`src/rtl/rv_defs.sv`:
```
// Shared definitions for the machine-mode trap/interrupt controller:
// CSR addresses, cause codes, mstatus bit positions and the trap state type.
package rv_defs;

    localparam logic [11:0] CSR_MSTATUS = 12'h300;
    localparam logic [11:0] CSR_MIE     = 12'h304;
    localparam logic [11:0] CSR_MEPC    = 12'h341;
    localparam logic [11:0] CSR_MCAUSE  = 12'h342;
    localparam logic [11:0] CSR_MIP     = 12'h344;

    localparam logic [31:0] CAUSE_ILLEGAL   = 32'd2;
    localparam logic [31:0] CAUSE_BREAK     = 32'd3;
    localparam logic [31:0] CAUSE_UNAL_LOAD = 32'd4;
    localparam logic [31:0] CAUSE_UNAL_STOR = 32'd6;

    localparam int MSTATUS_MIE_BIT  = 3;
    localparam int MSTATUS_MPIE_BIT = 7;
    localparam int IRQ_BIT_BASE     = 16;

    typedef enum logic {
        ST_IDLE,
        ST_IN_TRAP
    } trap_state_e;

    // Interrupt cause: top bit flags an interrupt, code is 16 + line index
    function automatic logic [31:0] irq_cause(input logic [4:0] k);
        return {1'b1, 31'(IRQ_BIT_BASE + int'(k))};
    endfunction

endpackage

```
`src/rtl/rv_irq_sync.sv`:
```
// N-wide two-flop synchronizer for external interrupt lines, with a
// rising-edge strobe that lines up with the synchronized output rising.
module rv_irq_sync #(
    parameter int N = 8
) (
    input  logic         clk_i,
    input  logic         rst_n_i,
    input  logic [N-1:0] irq_i,
    output logic [N-1:0] sync_o,
    output logic [N-1:0] rise_o
);

    logic [N-1:0] s1_q;
    logic [N-1:0] s2_q;

    // Two-stage synchronizer chain
    always_ff @(posedge clk_i or negedge rst_n_i) begin
        if (!rst_n_i) begin
            s1_q <= '0;
            s2_q <= '0;
        end else begin
            s1_q <= irq_i;
            s2_q <= s1_q;
        end
    end

    assign sync_o = s2_q;
    // Strobe is high in the cycle before sync_o goes 0->1, so a latch
    // clocked by it sets on the same edge the synchronized line rises.
    assign rise_o = s1_q & ~s2_q;

endmodule

```
`src/rtl/rv_irq_ctrl.sv`:
```
// Machine-mode trap controller: sync exceptions, N_IRQ external interrupts,
// mstatus/mie/mip/mepc/mcause CSRs. Define URV_IRQ_VECTORED_EN for vectored IRQs.
module rv_irq_ctrl
    import rv_defs::*;
#(
    parameter int               N_IRQ       = 8,
    parameter logic [N_IRQ-1:0] IRQ_EDGE    = '0,
    parameter logic [31:0]      VECTOR_BASE = 32'h8
) (
    input  logic             clk_i,
    input  logic             rst_n_i,
    input  logic             x_stall_i,
    input  logic             x_kill_i,
    input  logic             d_is_csr_i,
    input  logic             d_is_eret_i,
    input  logic [11:0]      d_csr_sel_i,
    input  logic [31:0]      x_csr_write_value_i,
    input  logic             exp_invalid_insn_i,
    input  logic             exp_breakpoint_i,
    input  logic             exp_unaligned_load_i,
    input  logic             exp_unaligned_store_i,
    input  logic [N_IRQ-1:0] irq_i,
    input  logic [31:0]      x_exception_pc_i,
    output logic             x_exception_o,
    output logic [31:0]      x_exception_pc_o,
    output logic [31:0]      x_exception_vector_o,
    output logic [31:0]      csr_mstatus_o,
    output logic [31:0]      csr_mie_o,
    output logic [31:0]      csr_mip_o,
    output logic [31:0]      csr_mepc_o,
    output logic [31:0]      csr_mcause_o
);

    trap_state_e      state_q, state_d;
    logic             mstat_mie_q, mstat_mie_d;
    logic             mstat_mpie_q, mstat_mpie_d;
    logic [N_IRQ-1:0] mie_q, mie_d;
    logic [N_IRQ-1:0] mip_edge_q, mip_edge_d;
    logic [29:0]      mepc_q, mepc_d;
    logic [31:0]      mcause_q, mcause_d;

    logic [N_IRQ-1:0] irq_sync, irq_rise, mip, pending, mip_clr;
    logic             advance, csr_wr, eret_adv, take_trap;
    logic             sync_exc, trap_req, irq_hit;
    logic [4:0]       irq_idx;
    logic [31:0]      cause;
    logic [31:0]      wdata;

    rv_irq_sync #(.N(N_IRQ)) u_sync (
        .clk_i   (clk_i),
        .rst_n_i (rst_n_i),
        .irq_i   (irq_i),
        .sync_o  (irq_sync),
        .rise_o  (irq_rise)
    );

    assign wdata     = x_csr_write_value_i;
    assign advance   = !x_stall_i && !x_kill_i;
    assign csr_wr    = advance && d_is_csr_i;
    assign eret_adv  = advance && d_is_eret_i;
    assign mip       = (IRQ_EDGE & mip_edge_q) | (~IRQ_EDGE & irq_sync);
    assign pending   = mip & mie_q;
    assign sync_exc  = exp_invalid_insn_i | exp_breakpoint_i
                     | exp_unaligned_load_i | exp_unaligned_store_i;
    assign trap_req  = sync_exc || (mstat_mie_q && |pending);
    assign x_exception_o = rst_n_i && (state_q == ST_IDLE) && trap_req;
    assign take_trap = advance && x_exception_o;
    assign mip_clr   = (csr_wr && d_csr_sel_i == CSR_MIP)
                     ? ~wdata[IRQ_BIT_BASE +: N_IRQ] : '0;

    // Lowest-numbered pending and enabled interrupt line
    always_comb begin
        irq_hit = 1'b0;
        irq_idx = '0;
        for (int k = N_IRQ - 1; k >= 0; k--) begin
            if (pending[k]) begin
                irq_hit = 1'b1;
                irq_idx = 5'(k);
            end
        end
    end

    // Fixed-priority trap cause
    always_comb begin
        if (exp_invalid_insn_i)         cause = CAUSE_ILLEGAL;
        else if (exp_breakpoint_i)      cause = CAUSE_BREAK;
        else if (exp_unaligned_load_i)  cause = CAUSE_UNAL_LOAD;
        else if (exp_unaligned_store_i) cause = CAUSE_UNAL_STOR;
        else if (irq_hit)               cause = irq_cause(irq_idx);
        else                            cause = '0;
    end

    // Trap state register
    always_ff @(posedge clk_i or negedge rst_n_i) begin
        if (!rst_n_i) state_q <= ST_IDLE;
        else          state_q <= state_d;
    end

    // Trap state transitions
    always_comb begin
        state_d = state_q;
        if (take_trap)     state_d = ST_IN_TRAP;
        else if (eret_adv) state_d = ST_IDLE;
    end

    // CSR next-state: trap beats ERET beats CSR write for mstatus/mepc/mcause
    always_comb begin
        mstat_mie_d  = mstat_mie_q;
        mstat_mpie_d = mstat_mpie_q;
        mie_d        = mie_q;
        mepc_d       = mepc_q;
        mcause_d     = mcause_q;
        mip_edge_d   = IRQ_EDGE & (irq_rise | (mip_edge_q & ~mip_clr));
        if (csr_wr && d_csr_sel_i == CSR_MIE)
            mie_d = wdata[IRQ_BIT_BASE +: N_IRQ];
        if (take_trap) begin
            mepc_d       = x_exception_pc_i[31:2];
            mcause_d     = cause;
            mstat_mpie_d = mstat_mie_q;
            mstat_mie_d  = 1'b0;
        end else if (eret_adv) begin
            mstat_mie_d  = mstat_mpie_q;
            mstat_mpie_d = 1'b1;
        end else if (csr_wr) begin
            if (d_csr_sel_i == CSR_MSTATUS) begin
                mstat_mie_d  = wdata[MSTATUS_MIE_BIT];
                mstat_mpie_d = wdata[MSTATUS_MPIE_BIT];
            end
            if (d_csr_sel_i == CSR_MEPC)   mepc_d   = wdata[31:2];
            if (d_csr_sel_i == CSR_MCAUSE) mcause_d = wdata;
        end
    end

    // CSR registers
    always_ff @(posedge clk_i or negedge rst_n_i) begin
        if (!rst_n_i) begin
            mstat_mie_q  <= 1'b0;
            mstat_mpie_q <= 1'b0;
            mie_q        <= '0;
            mip_edge_q   <= '0;
            mepc_q       <= '0;
            mcause_q     <= '0;
        end else begin
            mstat_mie_q  <= mstat_mie_d;
            mstat_mpie_q <= mstat_mpie_d;
            mie_q        <= mie_d;
            mip_edge_q   <= mip_edge_d;
            mepc_q       <= mepc_d;
            mcause_q     <= mcause_d;
        end
    end

    // CSR read views
    always_comb begin
        csr_mstatus_o = '0;
        csr_mie_o     = '0;
        csr_mip_o     = '0;
        csr_mstatus_o[MSTATUS_MIE_BIT]  = mstat_mie_q;
        csr_mstatus_o[MSTATUS_MPIE_BIT] = mstat_mpie_q;
        csr_mie_o[IRQ_BIT_BASE +: N_IRQ] = mie_q;
        csr_mip_o[IRQ_BIT_BASE +: N_IRQ] = mip;
    end

    assign csr_mepc_o       = {mepc_q, 2'b00};
    assign csr_mcause_o     = mcause_q;
    assign x_exception_pc_o = {mepc_q, 2'b00};

`ifdef URV_IRQ_VECTORED_EN
    assign x_exception_vector_o = (sync_exc || !irq_hit) ? VECTOR_BASE
        : VECTOR_BASE + ((32'(irq_idx) + 32'd1) << 2);
`else
    assign x_exception_vector_o = VECTOR_BASE;
`endif

endmodule

```
`config.mk`:
```
export PLATFORM = sky130hd
export DESIGN_NAME = rv_irq_ctrl
export DESIGN_NICKNAME = d
export VERILOG_FILES = /design/src/rtl/rv_defs.sv /design/src/rtl/rv_irq_sync.sv /design/src/rtl/rv_irq_ctrl.sv
export SDC_FILE = /design/constraint.sdc
export NUM_CORES = 1
export LEC_CHECK = 0
export ABC_CLOCK_PERIOD_IN_PS = 4200
export CORE_AREA = 2 2 122 124
export CTS_CLUSTER_DIAMETER = 150
export DETAILED_ROUTE_END_ITERATION = 16
export DIE_AREA = 0 0 124 126
export GPL_TIMING_DRIVEN = 0
export PLACE_DENSITY = 0.87
export SLEW_MARGIN = 40
export SYNTH_ARGS = -nofsm -noshare
export SYNTH_HDL_FRONTEND = slang
export SYNTH_SLANG_ARGS = --single-unit
```
`constraint.sdc`:
```
create_clock -name clk_i -period 4.2 [get_ports clk_i]
set_clock_uncertainty 0.2 [all_clocks]
set_input_delay 0.84 -clock clk_i [delete_from_list [all_inputs] [get_ports clk_i]]
set_output_delay 0.84 -clock clk_i [all_outputs]
set_load 0.03 [all_outputs]
```
# Word-level counts from Yosys, hierarchy flattened

Cells that the tools add are included.
W data, S select, Z words.

Input bits: 94
Word-level logic and storage cells: 79
Output and inout bits: 225
Register bits: 89

Reduce and logical (&&, ||, !) cells: 21
Bitwise logic cells: 5
Equal/unequal tests: 5
$add $sub $neg: 1
Mux-type cells: 39

Operator list:

| kind                   | count |
|---|---|
| $mux W32               | 9 |
| $mux W30               | 4 |
| $eq A12 B10 Y1 const B | 4 |
| $mux W5                | 4 |
| $mux W1                | 18 |
| $mux W3                | 4 |
| $and A8 B8 Y8          | 1 |
| $logic_and A1 B1 Y1    | 8 |
| $reduce_bool A2 Y1     | 4 |
| $reduce_or A8 Y1       | 1 |
| $add A5 B5 Y6 const A  | 1 |
| $reduce_and A3 Y1      | 2 |
| $reduce_bool A3 Y1     | 2 |
| $or A1 B1 Y1           | 3 |
| $logic_not A1 Y1       | 2 |
| $ne A2 B1 Y1 const B   | 1 |
| $reduce_and A2 Y1      | 1 |
| $logic_or A1 B1 Y1     | 1 |
| $not A1 Y1             | 1 |

# Depth between registers and ports, before layout

Gate-level depths: netlist of the first run.

Depth after elaboration: 16
Gate-level depth with buffers: 7
Depth with buffers taken out: 5

# By module

A second synthesis of the first run with hierarchy kept.

Cells, all modules: 526
Area, all modules: 5208.7 sq um

By module, submodules not included:

| module      | area an instance (sq um) | seq. area each (sq um) | times used | cells each |
|---|---|---|---|---|
| rv_irq_ctrl | 4698.3                   | 1826.8                 | 1          | 502 |
| rv_irq_sync | 510.5                    | 400.4                  | 1          | 24 |

# Worst setup path before layout of the first run

Ideal clock, no wire load.

Path kind: input to output
Start point: in exp_invalid_insn_i
End point: out x_exception_o
Arrival: 1.501 ns
Cell stages on the path: 2
Setup slack: 1.659 ns
Path through: nor2_1 > a31oi_1

Word-level cells in the longest chain between the ends: 5

RTL lines:

| item                      | line              | RTL |
|---|---|---|
| from (decl)               | rv_irq_ctrl.sv:18 | `input logic exp_invalid_insn_i,` |
| $or A1 B1 Y1              | rv_irq_ctrl.sv:63 | `assign sync_exc = exp_invalid_insn_i \| exp_breakpoint_i` |
| $or A1 B1 Y1 (2 in a row) | rv_irq_ctrl.sv:64 | `\| exp_unaligned_load_i \| exp_unaligned_store_i;` |
| $logic_or A1 B1 Y1        | rv_irq_ctrl.sv:65 | `assign trap_req = sync_exc \|\| (mstat_mie_q && \|pending);` |
| $logic_and A1 B1 Y1       | rv_irq_ctrl.sv:66 | `assign x_exception_o = rst_n_i && (state_q == ST_IDLE) && trap_req;` |
| to (decl)                 | rv_irq_ctrl.sv:24 | `output logic x_exception_o,` |

No other way between the ends.

# Final worst setup path of the first run

Start point: in rst_n_i
End point: out x_exception_o

Word-level cells in the longest chain between the ends: 2

RTL lines:

| item                             | line              | RTL |
|---|---|---|
| from (decl)                      | rv_irq_ctrl.sv:11 | `input logic rst_n_i,` |
| $logic_and A1 B1 Y1 (2 in a row) | rv_irq_ctrl.sv:66 |  |

No other way between the ends.

==> impl_summary.md, run 1 <==
Final layout
The area growth from synthesis to layout is 60.0%. The total area of multi-input combinational cells is 1950 µm². The count of nets after finishing is 925. Of the cells placed in the final design, the portion with a size suffix greater than 1 is 0.243.

The filler cells instantiated in the layout total 1243. The footprint of the flip-flops and latches is 2230 µm². The total inserted antenna cells is 0.

Placed design
At the end of routability-driven placement, the weighted congestion stood at about 0.78. Once detailed placement completed, the half-perimeter wirelength came to 12000 µm. The worst slack after detailed placement is 555 ps. The port buffer count is approximately 200.

Setup path
The slowest stage of the critical path belongs to the cell sky130_fd_sc_hd__clkdlybuf4s50_1. The critical path goes through buf_6 -> buf_12 -> nand2b_4 -> a31oi_1 -> clkdlybuf4s50_1. The cell class contributing the biggest share of worst-path delay is buffers and inverters. The worst setup path category is input pin to primary output.

The worst endpoint data arrival time is 2550 ps. Of all nets on the critical path, the largest fanout is 58. The launching element type of the critical path is an input pin. The required time at the endpoint of the critical path is 3160 ps. The largest stage delay on the critical path is roughly 730 ps.

The worst setup path is captured at a primary output. The critical path buffer and inverter count is 3.

Logic synthesis
The proportion of synthesized area in mux cells is 0.0857. Of the total synthesized cell area, the portion taken by full adders, half adders and majority gates is 0. The cell accounting for the most synthesized area is sky130_fd_sc_hd__dfrtp_1. The xor/xnor share of the synthesized area is 0.

The count of synthesis-stage warnings from yosys is 0. The count of different cell masters after synthesis is 37. The post-synthesis register bit count is 89. For this run, the register share of the synthesized area comes to 0.444. The post-synthesis async set-or-reset flop share is 1.00. Counting instances in the post-synthesis netlist gives the leading cell types as 153 x sky130_fd_sc_hd__buf_4, 101 x sky130_fd_sc_hd__nand2_1, 89 x sky130_fd_sc_hd__dfrtp_1. The compound-gate portion of the synthesized area came to 0.102.

In the post-synthesis netlist, the biggest area contributors are sky130_fd_sc_hd__dfrtp_1 44%, sky130_fd_sc_hd__buf_4 23%, sky130_fd_sc_hd__nand2_1 7.6%. The share of Yosys cell area claimed by the top area cell type is 0.444. The mapped netlist covers 5020 µm². Among all cell types in the netlist, the one instantiated most often is sky130_fd_sc_hd__buf_4.

The combinational family with the most area after synthesis is buffers and inverters. Counting flops with a built-in enable in the synthesized netlist gives 0. The most used flip-flop cell after synthesis is sky130_fd_sc_hd__dfrtp_1.

The simple-gate share of the synthesized area is 0.116. Synthesis produced a netlist whose cell count is 505. The mean area per synthesized cell is slightly below 10 µm².

STA
The number of endpoints with negative hold slack in the final report is 0. The worst path setup slack after routing is around 610 ps. The maximum operating frequency is 278 MHz. Dividing the final minimum period by the clock period gives 0.856. Setup repair after global routing left no endpoint under its margin. The number of max-slew violations in the final report came to 0. The setup violation total in the final timing report is 0. The final critical delay including setup and external delays is 3590 ps. The worst-case headroom to the max-slew limit is 0.570. The slew at the pin closest to its max-slew limit is roughly 640 ps. The smallest hold slack is ~150 ps.

CTS
CTS built an H-tree with a depth of 3. The number of buffers added for setup after CTS is 0. The clock insertion delay at the later pin of the skew report is 340 ps. Clock tree synthesis selected as its root buffer the cell sky130_fd_sc_hd__clkbuf_16. The clock tree from TritonCTS is done. The CTS buffer count is 9. Buffers inserted to repair hold after CTS numbered 0. The clock-pin slew reported for the worst setup and hold paths after clock tree synthesis is 60 ps.

The total of cells resized after clock tree synthesis is 0. The clock drives 89 sinks. The maximum count of clock buffers along a single path is 2.

Routing
In the final routed layout, each cell accounts on average for 14.9 µm. The average vias per placed instance is roughly 4.2. The first detailed-routing pass took 4 iterations. The DRC violation count after routing is 0.

Summing over every cut layer, the via total after detailed routing is about 4.3k. The detailed-route wire length is ~15000 µm. The post-detailed-route count of antenna-violating nets is 0.

The first routing iteration left 158 violations.

Floorplanning
The boundary pin count is 319. For this configuration, the core starts out at a cell density of 0.351. The die height is ~130 µm. The die is about 120 µm wide. The floorplan die area is roughly 16000 µm². After floorplanning, the core was divided into 44 placement rows.

After floorplanning, the core was sized to cover ~14000 µm².

Power
Summed over all cells, the static leakage comes to ~4.0 nW. Summing internal, switching and leakage power gives 3.46 mW. The maximum ir drop on the vdd rail is about 200 µV.

Power spread over the standard cell area amounts to 430 nW/µm².

Hold path
The min-delay analysis places its worst path in the category flop to flop.

Flow run
Across the run, the number of max-cap violations was 0.

Global routing
The wire length of the first global-routing pass is ~23000 µm. The pin count of the biggest net entering global routing is approximately 60. The initial antenna violation count is 0. For this run, the total global-route usage over all layers was measured as 0.190. The via count of the first global-routing pass came to 4111. The total congestion overflow is 0.

Status
The run finished with clean final reports.
-- routing by layer --
metal  up-vias  global-route usage  routed length, µm
met5         -                   0                  0
met4         0              0.0397                164
met3        11              0.0421               1070
met2       182               0.337               7860
met1      2002               0.236               6050
li1       2078                   -                  -
-- worst paths after layout --
check / startpoint / end / slack (ps) / depth (start not counted)
worst min-delay path: u_sync.s1_q[6] / u_sync.sync_o[6] / 150 / 0
worst min register to register: u_sync.s1_q[6] / u_sync.sync_o[6] / 150 / 0
worst max-delay path: rst_n_i / x_exception_o / 610 / 5
worst max register to register: state_q / mepc_q[16] / 2110 / 5
max in group asynchronous: rst_n_i / mstat_mpie_q / 2950 / 2
min in group asynchronous: rst_n_i / csr_mcause_o[18] / 260 / 1
-- cells by family (layout without fill, tap and decap cells) --
family / count (synthesis) / after routing
buffers and inverters: 166 / 385
muxes: 42 / 42
and+or+nand+nor: 125 / 125
other: 2 / 114
DFF: 89 / 89
AOI/OAI and AO/OA: 81 / 81
-- placed cells by master (no fill, tap or decap), drive strengths merged, types with 8 or more instances in the layout --
cell type        n
mux2i           34
a21oi           28
mux2             8
clkdlybuf4s50  201
nand2          101
dfrtp           89
o21ai           33
buf            166
conb           114
clkbuf          12
-- stage by stage --
| stage | TNS (ps) | instances | cell area [µm²] | util |
|---|---|---|---|---|
| global route | 0 | 1020 | 8030 | 0.561 |
| detailed placement | 0 | 1004 | 7710 | 0.539 |
| finish | 0 | 1020 | 8030 | 0.561 |
| floorplan | 0 | 617 | 5440 | - |
| global placement | -235800 | 1003 | 7690 | 0.537 |
| CTS | 0 | 1020 | 8030 | 0.561 |
-- report_power, final --
| group | switching (mW) | total [mW] | leakage [nW] | internal (mW) |
|---|---|---|---|---|
| Sequential | 0.0992 | 1.08 | 1.14 | 0.977 |
| Combinational | 0.815 | 1.50 | 2.72 | 0.682 |
| Clock | 0.356 | 0.882 | 0.157 | 0.526 |
-- state kept, by name, indices dropped and copies added (netlist names) --
register,count
csr_mcause_o,32
mepc_q,30
mie_q,8
u_sync.s1_q,8
u_sync.sync_o,8
mstat_mie_q,1
mstat_mpie_q,1
state_q,1
-- final cells by class --
class | instances | share of cell area
Clock inverter | 6 | 0.0114
Multi-Input combinational cell | 362 | 0.243
Tap cell | 184 | 0.0287
Timing Repair Buffer | 203 | 0.254
Buffer | 166 | 0.157
Clock buffer | 10 | 0.0285
Sequential cell | 89 | 0.277
(Power assumes the default switching activity.)
==> run 2: changes to the inputs <==
Settings changed: CAP_MARGIN set to 15, TNS_END_PERCENT set to 1.
==> results of run 2 <==
Final layout, timing and power as in run 1 (identical DEF).
